==> src/rtl/mv_mac_sequencer_pkg.sv <==
// Shared types and constants for the time-multiplexed 3x3 matrix x 3-vector MAC sequencer.
package mv_mac_pkg;

   localparam int DEF_DATA_W = 8;
   localparam int DEF_ACC_W  = 2 * DEF_DATA_W + 2;

   localparam logic [3:0] A11    = 4'd0;
   localparam logic [3:0] A12    = 4'd1;
   localparam logic [3:0] A13    = 4'd2;
   localparam logic [3:0] A21    = 4'd3;
   localparam logic [3:0] A22    = 4'd4;
   localparam logic [3:0] A23    = 4'd5;
   localparam logic [3:0] A31    = 4'd6;
   localparam logic [3:0] A32    = 4'd7;
   localparam logic [3:0] A33    = 4'd8;
   localparam logic [3:0] N_ELEM = 4'd9;

   typedef enum logic [1:0] {
      IDLE = 2'd0,
      MAC  = 2'd1,
      DONE = 2'd2
   } state_t;

   function automatic logic [1:0] elem_row(input logic [3:0] idx);
      case (idx)
         A11, A12, A13: return 2'd0;
         A21, A22, A23: return 2'd1;
         A31, A32, A33: return 2'd2;
         default:       return 2'd0;
      endcase
   endfunction

   function automatic logic [1:0] elem_col(input logic [3:0] idx);
      case (idx)
         A11, A21, A31: return 2'd0;
         A12, A22, A32: return 2'd1;
         A13, A23, A33: return 2'd2;
         default:       return 2'd0;
      endcase
   endfunction

endpackage

==> src/rtl/mv_mac_sequencer_if.sv <==
// Configuration, vector-input and result handshakes of the matrix-vector MAC sequencer.
interface mv_mac_sequencer_if #(
   parameter int DATA_W = mv_mac_pkg::DEF_DATA_W,
   parameter int ACC_W  = mv_mac_pkg::DEF_ACC_W
);
   logic              cfg_we;
   logic [3:0]        cfg_addr;
   logic [DATA_W-1:0] cfg_wdata;
   logic              cfg_err;
   logic              vec_valid;
   logic              vec_ready;
   logic [DATA_W-1:0] b1, b2, b3;
   logic              out_valid;
   logic              out_ready;
   logic [ACC_W-1:0]  c1, c2, c3;
   logic              busy;

   modport slave (
      input  cfg_we, cfg_addr, cfg_wdata, vec_valid, b1, b2, b3, out_ready,
      output cfg_err, vec_ready, out_valid, c1, c2, c3, busy
   );

   modport master (
      output cfg_we, cfg_addr, cfg_wdata, vec_valid, b1, b2, b3, out_ready,
      input  cfg_err, vec_ready, out_valid, c1, c2, c3, busy
   );
endinterface

==> src/rtl/mv_mac_sequencer_mac_unit.sv <==
// Single shared multiply-accumulate stage: acc_out is the running sum including this product,
// which the accumulator register takes on each enabled step.
module mac_unit #(
   parameter int DATA_W = 8,
   parameter int ACC_W  = 2 * DATA_W + 2
) (
   input  logic              clk,
   input  logic              reset,
   input  logic              clr,
   input  logic              en,
   input  logic              clear_en,
   input  logic [DATA_W-1:0] a_op,
   input  logic [DATA_W-1:0] b_op,
   output logic [ACC_W-1:0]  acc_out
);
   logic [ACC_W-1:0]    acc_r;
   logic [ACC_W-1:0]    base_s;
   logic [2*DATA_W-1:0] prod_s;

   // Product added to the running sum, or to zero at the first column of a row.
   always_comb begin
      prod_s = {{DATA_W{1'b0}}, a_op} * {{DATA_W{1'b0}}, b_op};
      if (clear_en) begin
         base_s = {ACC_W{1'b0}};
      end else begin
         base_s = acc_r;
      end
      acc_out = base_s + {{(ACC_W - 2 * DATA_W){1'b0}}, prod_s};
   end

   // Accumulator register: cleared at job start, advanced once per MAC step.
   always_ff @(posedge clk or posedge reset) begin
      if (reset) begin
         acc_r <= {ACC_W{1'b0}};
      end else if (clr) begin
         acc_r <= {ACC_W{1'b0}};
      end else if (en) begin
         acc_r <= acc_out;
      end
   end
endmodule

==> src/rtl/mv_mac_sequencer.sv <==
// 3x3 matrix x 3-vector engine: matrix regfile, FSM and index counter feed one shared
// 8x8 multiplier-accumulator, one element product per cycle.
module mv_mac_sequencer import mv_mac_pkg::*; #(
   parameter int DATA_W = DEF_DATA_W,
   parameter int ACC_W  = 2 * DATA_W + 2
) (
   input logic               clk,
   input logic               reset,
   mv_mac_sequencer_if.slave bus
);
   state_t            state_r, state_nxt_s;
   logic [3:0]        idx_r;
   logic [DATA_W-1:0] a_r [0:8];
   logic [DATA_W-1:0] b_r [0:2];
   logic [ACC_W-1:0]  c_r [0:2];
   logic              out_valid_r, cfg_err_r;
   logic              accept_s, mac_s, last_s, row_end_s, cfg_ok_s, clear_en_s;
   logic [1:0]        row_s, col_s;
   logic [DATA_W-1:0] a_op_s, b_op_s;
   logic [ACC_W-1:0]  acc_s;

   // State register.
   always_ff @(posedge clk or posedge reset) begin
      if (reset) begin
         state_r <= IDLE;
      end else begin
         state_r <= state_nxt_s;
      end
   end

   // Next-state logic.
   always_comb begin
      state_nxt_s = state_r;
      case (state_r)
         IDLE:    if (bus.vec_valid)  state_nxt_s = MAC;  else state_nxt_s = IDLE;
         MAC:     if (idx_r == A33)   state_nxt_s = DONE; else state_nxt_s = MAC;
         DONE:    if (bus.out_ready)  state_nxt_s = IDLE; else state_nxt_s = DONE;
         default: state_nxt_s = IDLE;
      endcase
   end

   // Control decode and operand selection for the current element index.
   always_comb begin
      accept_s = 1'b0;
      mac_s    = 1'b0;
      last_s   = 1'b0;
      case (state_r)
         IDLE:    accept_s = bus.vec_valid;
         MAC: begin
            mac_s  = 1'b1;
            last_s = (idx_r == A33);
         end
         DONE:    accept_s = 1'b0;
         default: accept_s = 1'b0;
      endcase
      row_s      = elem_row(idx_r);
      col_s      = elem_col(idx_r);
      a_op_s     = a_r[idx_r];
      b_op_s     = b_r[col_s];
      clear_en_s = (col_s == 2'd0);
      row_end_s  = mac_s && (col_s == 2'd2);
      cfg_ok_s   = bus.cfg_we && (state_r == IDLE) && (bus.cfg_addr < N_ELEM);
   end

   // Job datapath: vector capture at accept, index stepping, row results, result valid.
   always_ff @(posedge clk or posedge reset) begin
      if (reset) begin
         idx_r       <= A11;
         out_valid_r <= 1'b0;
         for (int i = 0; i < 3; i++) begin
            b_r[i] <= {DATA_W{1'b0}};
            c_r[i] <= {ACC_W{1'b0}};
         end
      end else begin
         if (accept_s) begin
            idx_r  <= A11;
            b_r[0] <= bus.b1;
            b_r[1] <= bus.b2;
            b_r[2] <= bus.b3;
         end else if (mac_s && !last_s) begin
            idx_r <= idx_r + 4'd1;
         end
         if (row_end_s) begin
            c_r[row_s] <= acc_s;
         end
         if (last_s) begin
            out_valid_r <= 1'b1;
         end else if ((state_r == DONE) && bus.out_ready) begin
            out_valid_r <= 1'b0;
         end
      end
   end

   // Matrix register file; rejected writes raise a one-cycle error pulse.
   always_ff @(posedge clk or posedge reset) begin
      if (reset) begin
         cfg_err_r <= 1'b0;
         for (int i = 0; i < 9; i++) begin
            a_r[i] <= {DATA_W{1'b0}};
         end
      end else begin
         if (cfg_ok_s) begin
            a_r[bus.cfg_addr] <= bus.cfg_wdata;
         end
         cfg_err_r <= bus.cfg_we && !cfg_ok_s;
      end
   end

   mac_unit #(.DATA_W(DATA_W), .ACC_W(ACC_W)) u_mac (
      .clk      (clk),
      .reset    (reset),
      .clr      (accept_s),
      .en       (mac_s),
      .clear_en (clear_en_s),
      .a_op     (a_op_s),
      .b_op     (b_op_s),
      .acc_out  (acc_s)
   );

   assign bus.vec_ready = (state_r == IDLE);
   assign bus.busy      = (state_r != IDLE);
   assign bus.out_valid = out_valid_r;
   assign bus.cfg_err   = cfg_err_r;
   assign bus.c1        = c_r[0];
   assign bus.c2        = c_r[1];
   assign bus.c3        = c_r[2];
endmodule

==> src/flat_wrapper.sv <==
// flat-port wrapper written by rule: the top's interface ports become plain ports
module mv_mac_sequencer_flat import mv_mac_pkg::*;
#(
   parameter int DATA_W = DEF_DATA_W,
   parameter int ACC_W  = 2 * DATA_W + 2
)
  (clk, reset, bus_cfg_we, bus_cfg_addr, bus_cfg_wdata, bus_vec_valid, bus_b1, bus_b2, bus_b3, bus_out_ready, bus_cfg_err, bus_vec_ready, bus_out_valid, bus_c1, bus_c2, bus_c3, bus_busy);
  mv_mac_sequencer_if #(.DATA_W(DATA_W), .ACC_W(ACC_W)) bus_i ();
  input logic clk;
  input logic reset;
  input wire logic [$bits(bus_i.cfg_we)-1:0] bus_cfg_we;
  input wire logic [$bits(bus_i.cfg_addr)-1:0] bus_cfg_addr;
  input wire logic [$bits(bus_i.cfg_wdata)-1:0] bus_cfg_wdata;
  input wire logic [$bits(bus_i.vec_valid)-1:0] bus_vec_valid;
  input wire logic [$bits(bus_i.b1)-1:0] bus_b1;
  input wire logic [$bits(bus_i.b2)-1:0] bus_b2;
  input wire logic [$bits(bus_i.b3)-1:0] bus_b3;
  input wire logic [$bits(bus_i.out_ready)-1:0] bus_out_ready;
  output wire logic [$bits(bus_i.cfg_err)-1:0] bus_cfg_err;
  output wire logic [$bits(bus_i.vec_ready)-1:0] bus_vec_ready;
  output wire logic [$bits(bus_i.out_valid)-1:0] bus_out_valid;
  output wire logic [$bits(bus_i.c1)-1:0] bus_c1;
  output wire logic [$bits(bus_i.c2)-1:0] bus_c2;
  output wire logic [$bits(bus_i.c3)-1:0] bus_c3;
  output wire logic [$bits(bus_i.busy)-1:0] bus_busy;
  assign bus_i.cfg_we = bus_cfg_we;
  assign bus_i.cfg_addr = bus_cfg_addr;
  assign bus_i.cfg_wdata = bus_cfg_wdata;
  assign bus_i.vec_valid = bus_vec_valid;
  assign bus_i.b1 = bus_b1;
  assign bus_i.b2 = bus_b2;
  assign bus_i.b3 = bus_b3;
  assign bus_i.out_ready = bus_out_ready;
  assign bus_cfg_err = bus_i.cfg_err;
  assign bus_vec_ready = bus_i.vec_ready;
  assign bus_out_valid = bus_i.out_valid;
  assign bus_c1 = bus_i.c1;
  assign bus_c2 = bus_i.c2;
  assign bus_c3 = bus_i.c3;
  assign bus_busy = bus_i.busy;
  mv_mac_sequencer #(.DATA_W(DATA_W), .ACC_W(ACC_W)) u_core (.clk(clk), .reset(reset), .bus(bus_i));
endmodule
==> config.mk <==
export PLATFORM = sky130hd
export DESIGN_NAME = mv_mac_sequencer_flat
export DESIGN_NICKNAME = d
export VERILOG_FILES = /design/src/rtl/mv_mac_sequencer_pkg.sv /design/src/rtl/mv_mac_sequencer_if.sv /design/src/rtl/mv_mac_sequencer_mac_unit.sv /design/src/rtl/mv_mac_sequencer.sv /design/src/flat_wrapper.sv
export SDC_FILE = /design/constraint.sdc
export NUM_CORES = 1
export LEC_CHECK = 0
export CAP_MARGIN = 20
export CORE_MARGIN = 10
export CORE_UTILIZATION = 50
export CTS_CLUSTER_SIZE = 24
export DETAILED_ROUTE_END_ITERATION = 6
export PLACE_DENSITY = 0.85
export SETUP_SLACK_MARGIN = 0.02
export SYNTH_ARGS = -nofsm -noshare
export SYNTH_HDL_FRONTEND = slang
export SYNTH_SLANG_ARGS = --single-unit
==> constraint.sdc <==
create_clock -name clk -period 6.2 [get_ports clk]
set_clock_uncertainty 0.1 [all_clocks]
set_input_delay 1.24 -clock clk [delete_from_list [all_inputs] [get_ports clk]]
set_output_delay 1.24 -clock clk [all_outputs]
set_load 0.01 [all_outputs]
==> results by group <==
Clock network
  – Clk slew on worst S/H paths: 80 ps
  – CTS root buf: clkbuf_16
  – CTS Hold Buffers Added: 0
  – CTS tree: yes
  – CTS Buffer Depth: 2
  – H-tree Lvls: 4
  – Num CTS Buffers: 17
  – Clock latency on the worst-skew pair: 440 ps
  – Total clock sinks: 176

Critical path
  – Critical-path maximum fanout: 19
  – Critical path capture point: u_core.bus.c2[15]
  – Critical Path Start: u_core.idx_r[2]
  – Worst setup path class: flop to flop
  – Crit. End Element: flop
  – R2R cell count: 20
  – Required @ worst endpoint: roughly 6400 ps
  – R2r startpoint: u_core.idx_r[2]
  – Reg2Reg Setup Slack: 40 ps
  – R2R Path End: u_core.bus.c2[15]
  – Worst path arrival time: ~6400 ps
  – Critical Path Start Type: flop

Finish
  – Nets@finish: between 1,000 and 1,500
  – Area growth syn-to-layout: 21.8%
  – Diodes inserted: 0
  – Fin area: 0.0127 mm²
  – Layout cells sized above 1: 18.8%

Timing
  – Final WS setup: 44.6 ps
  – Slew @ Worst Pin: 908 ps
  – Slew Viols, Final: 0
  – Setup-failing EPs final: 0
  – Min cycle time layout: 6160 ps
  – Slew headroom: 39.5%
  – Crit share post-route: between 90 and 100%
  – Fin. Hold Viols: 0
  – Fmax: roughly 0.16 GHz

Routing
  – DR vias: 7,700
  – DR iter-0 viols: 482
  – Routed Antenna Nets: 0
  – # DRC: 0
  – Routed len/inst: 18.5 µm
  – Via-to-Cell Ratio: 5.52
  – Final wirelength: around 26 mm
  – First-pass detailed-route iteration total: 6

Synth
  – YS warnings: 0
  – Yosys top cell by area: dfrtp_1
  – Ys flop type: dfrtp_1
  – Post-synth cell types: 57
  – Ranking of synthesized cells by area: dfrtp_1, fa_1, mux2_2, nand2_1, ha_1
  – FF+latch count, synth: between 150 and 200
  – Mapped Area: 0.0104 mm²
  – Yosys top cell area share: between 40 and 50%
  – Register area share after synthesis: 42.4%
  – Synth Instances: 993
  – Post-Syn Nets: 1,128
  – Post-synth EDFFs: 0
  – Asr flop ratio synth: 100%
  – Syn_area_per_cell: 10.5 µm²

Hold path
  – Hold Crit Class: flop to flop

Placement
  – Port bufs: 98
  – Dpl hpwl: ~19 mm
  – Placed Instance Area: 0.0119 mm²
  – DP Worst Slack: 72.6 ps
  – Final Wtd Congestion: ~0.90

Floorplan
  – I/O pin count: 99
  – Initial Utilization: 51.0%
  – Die span in x: 164 µm
  – Cell Rows: 52
  – Placeable Area: 0.0204 mm²
  – Die height: 164 µm
  – Die ar.: ~0.027 mm²

Global routing
  – Number of global-route vias before repair: 8,112
  – GRT Util Overall: 19.1%
  – Largest net degree at the start of global routing: 95
  – Antenna violations before repair: 0
  – Overflow after GRT: 0
  – First-pass GRT wire length: around 41 mm

Job
  – Number of max-cap violations: 0

Run status
  – Status: finished clean
-- per-layer routing --
| metal | share of wire, % | track usage (%) |
|---|---|---|
| met1 | 38 | 21.9 |
| met2 | 54 | 34.5 |
| met3 | 4.7 | 4.18 |
| met4 | 2.7 | 6.17 |
| met5 | 0 | 0 |
-- critical path: stages, from the launching register on --
cell and delay [ps]:
dfrtp_1 510, buf_4 360, mux4_2 280, mux2i_1 80, o21ai_1 410, buf_4 220
nand2_1 70, fa_1 510, inv_1 50, fa_1 450, ha_1 300, inv_1 50
fa_1 530, inv_1 80, fa_2 430, a211oi_1 360, o21bai_1 180, a21o_1 260
a2111oi_4 380, nor3_2 110, mux2_1 310
-- worst min path at each step --
stage	from	to	depth (start not counted)
final	u_core.bus.c2[12]	u_core.bus.c2[12]	2
after global routing	u_core.bus.c2[12]	u_core.bus.c2[12]	2
after CTS	u_core.bus.c3[0]	u_core.bus.c3[0]	2
after detailed placement	u_core.bus.c3[0]	u_core.bus.c3[0]	2
after global placement	u_core.bus.c1[7]	u_core.bus.c1[7]	2
after floorplan	u_core.b_r[16]	u_core.b_r[16]	2
-- final cells by class --
cell class / count / area [µm²]
Tap cell: 270 / 338
Sequential cell: 176 / 4400
Inverter: 95 / 362
Clock buffer: 17 / 425
Timing Repair Buffer: 140 / 1340
Fill cell: 1527 / 7710
Clock inverter: 15 / 168
Multi-Input combinational cell: 682 / 5620
-- placed cells by master, fill, tap and decap left out, types with 7 or more instances in the layout --
master / n
xnor2_1: 9
dfrtp_1: 176
mux2_2: 74
nand2b_1: 7
nand3_1: 16
nor2_1: 15
ha_1: 37
o21ai_0: 51
a21oi_1: 16
mux2i_1: 20
and2_1: 47
clkbuf_16: 17
mux4_2: 16
a21o_1: 8
clkdlybuf4s50_1: 98
fa_1: 49
buf_4: 39
inv_1: 93
o21ai_1: 13
nand2_1: 213
-- synth_stat cells (3+ instances only) --
cell type,n
nor3_1,4
o31ai_1,4
mux4_2,16
ha_1,44
mux2_2,74
nor2_1,17
o21ai_0,53
nand2b_1,8
nand4_1,5
or3_1,3
nor2b_1,4
xnor2_1,9
mux2i_1,20
a21o_1,8
inv_1,94
o2bb2ai_1,9
xor2_1,4
clkbuf_1,27
mux2_4,6
a21oi_1,20
o21ai_1,13
dfrtp_1,176
and2_1,47
nand2_1,213
nand3b_1,3
nand3_1,16
buf_2,7
buf_4,3
fa_1,50
-- repair_timing --
action / in CTS / in global routing
setup endpoints to repair: 6 / 30
buffers inserted: 0 / 6
pin swaps: 0 / 5
resized for setup: 2 / 28
-- flip-flops by register name (all words and copies together) (netlist names) --
signal / cells
u_core.bus.c1: 18
u_core.a_r: 72
u_core.bus.out_valid: 1
u_core.bus.c3: 18
u_core.bus.cfg_err: 1
u_core.u_mac.acc_r: 18
u_core.bus.c2: 18
u_core.state_r: 2
u_core.b_r: 24
u_core.idx_r: 4
-- logic make-up after synthesis --
kind of cell,Yosys count,synth area share (%)
xor gates and xnor gates,13,1.10
adders and majority gates,94,14.9
muxes,117,14.4
DFF,176,42.4
AOI/OAI and AO/OA,124,7.03
and+or+nand+nor,334,15.0
buffers and inverters,135,5.21
-- per-stage QoR --
stage          hold WS [ps]  cells  TNS [ps]  utilization, %
5_1_grt                 406   1395     -1660            62.2
2_1_floorplan           345    993         0               -
3_5_place_dp            366   1356         0            58.2
4_1_cts                 384   1388         0            61.2
6_report                379   1395         0            62.2
3_3_place_gp            360   1355         0            58.1
Power is left out: the tool's default activity adds up to more than one toggle a clock period on the data nets, which glitch-free logic cannot reach.
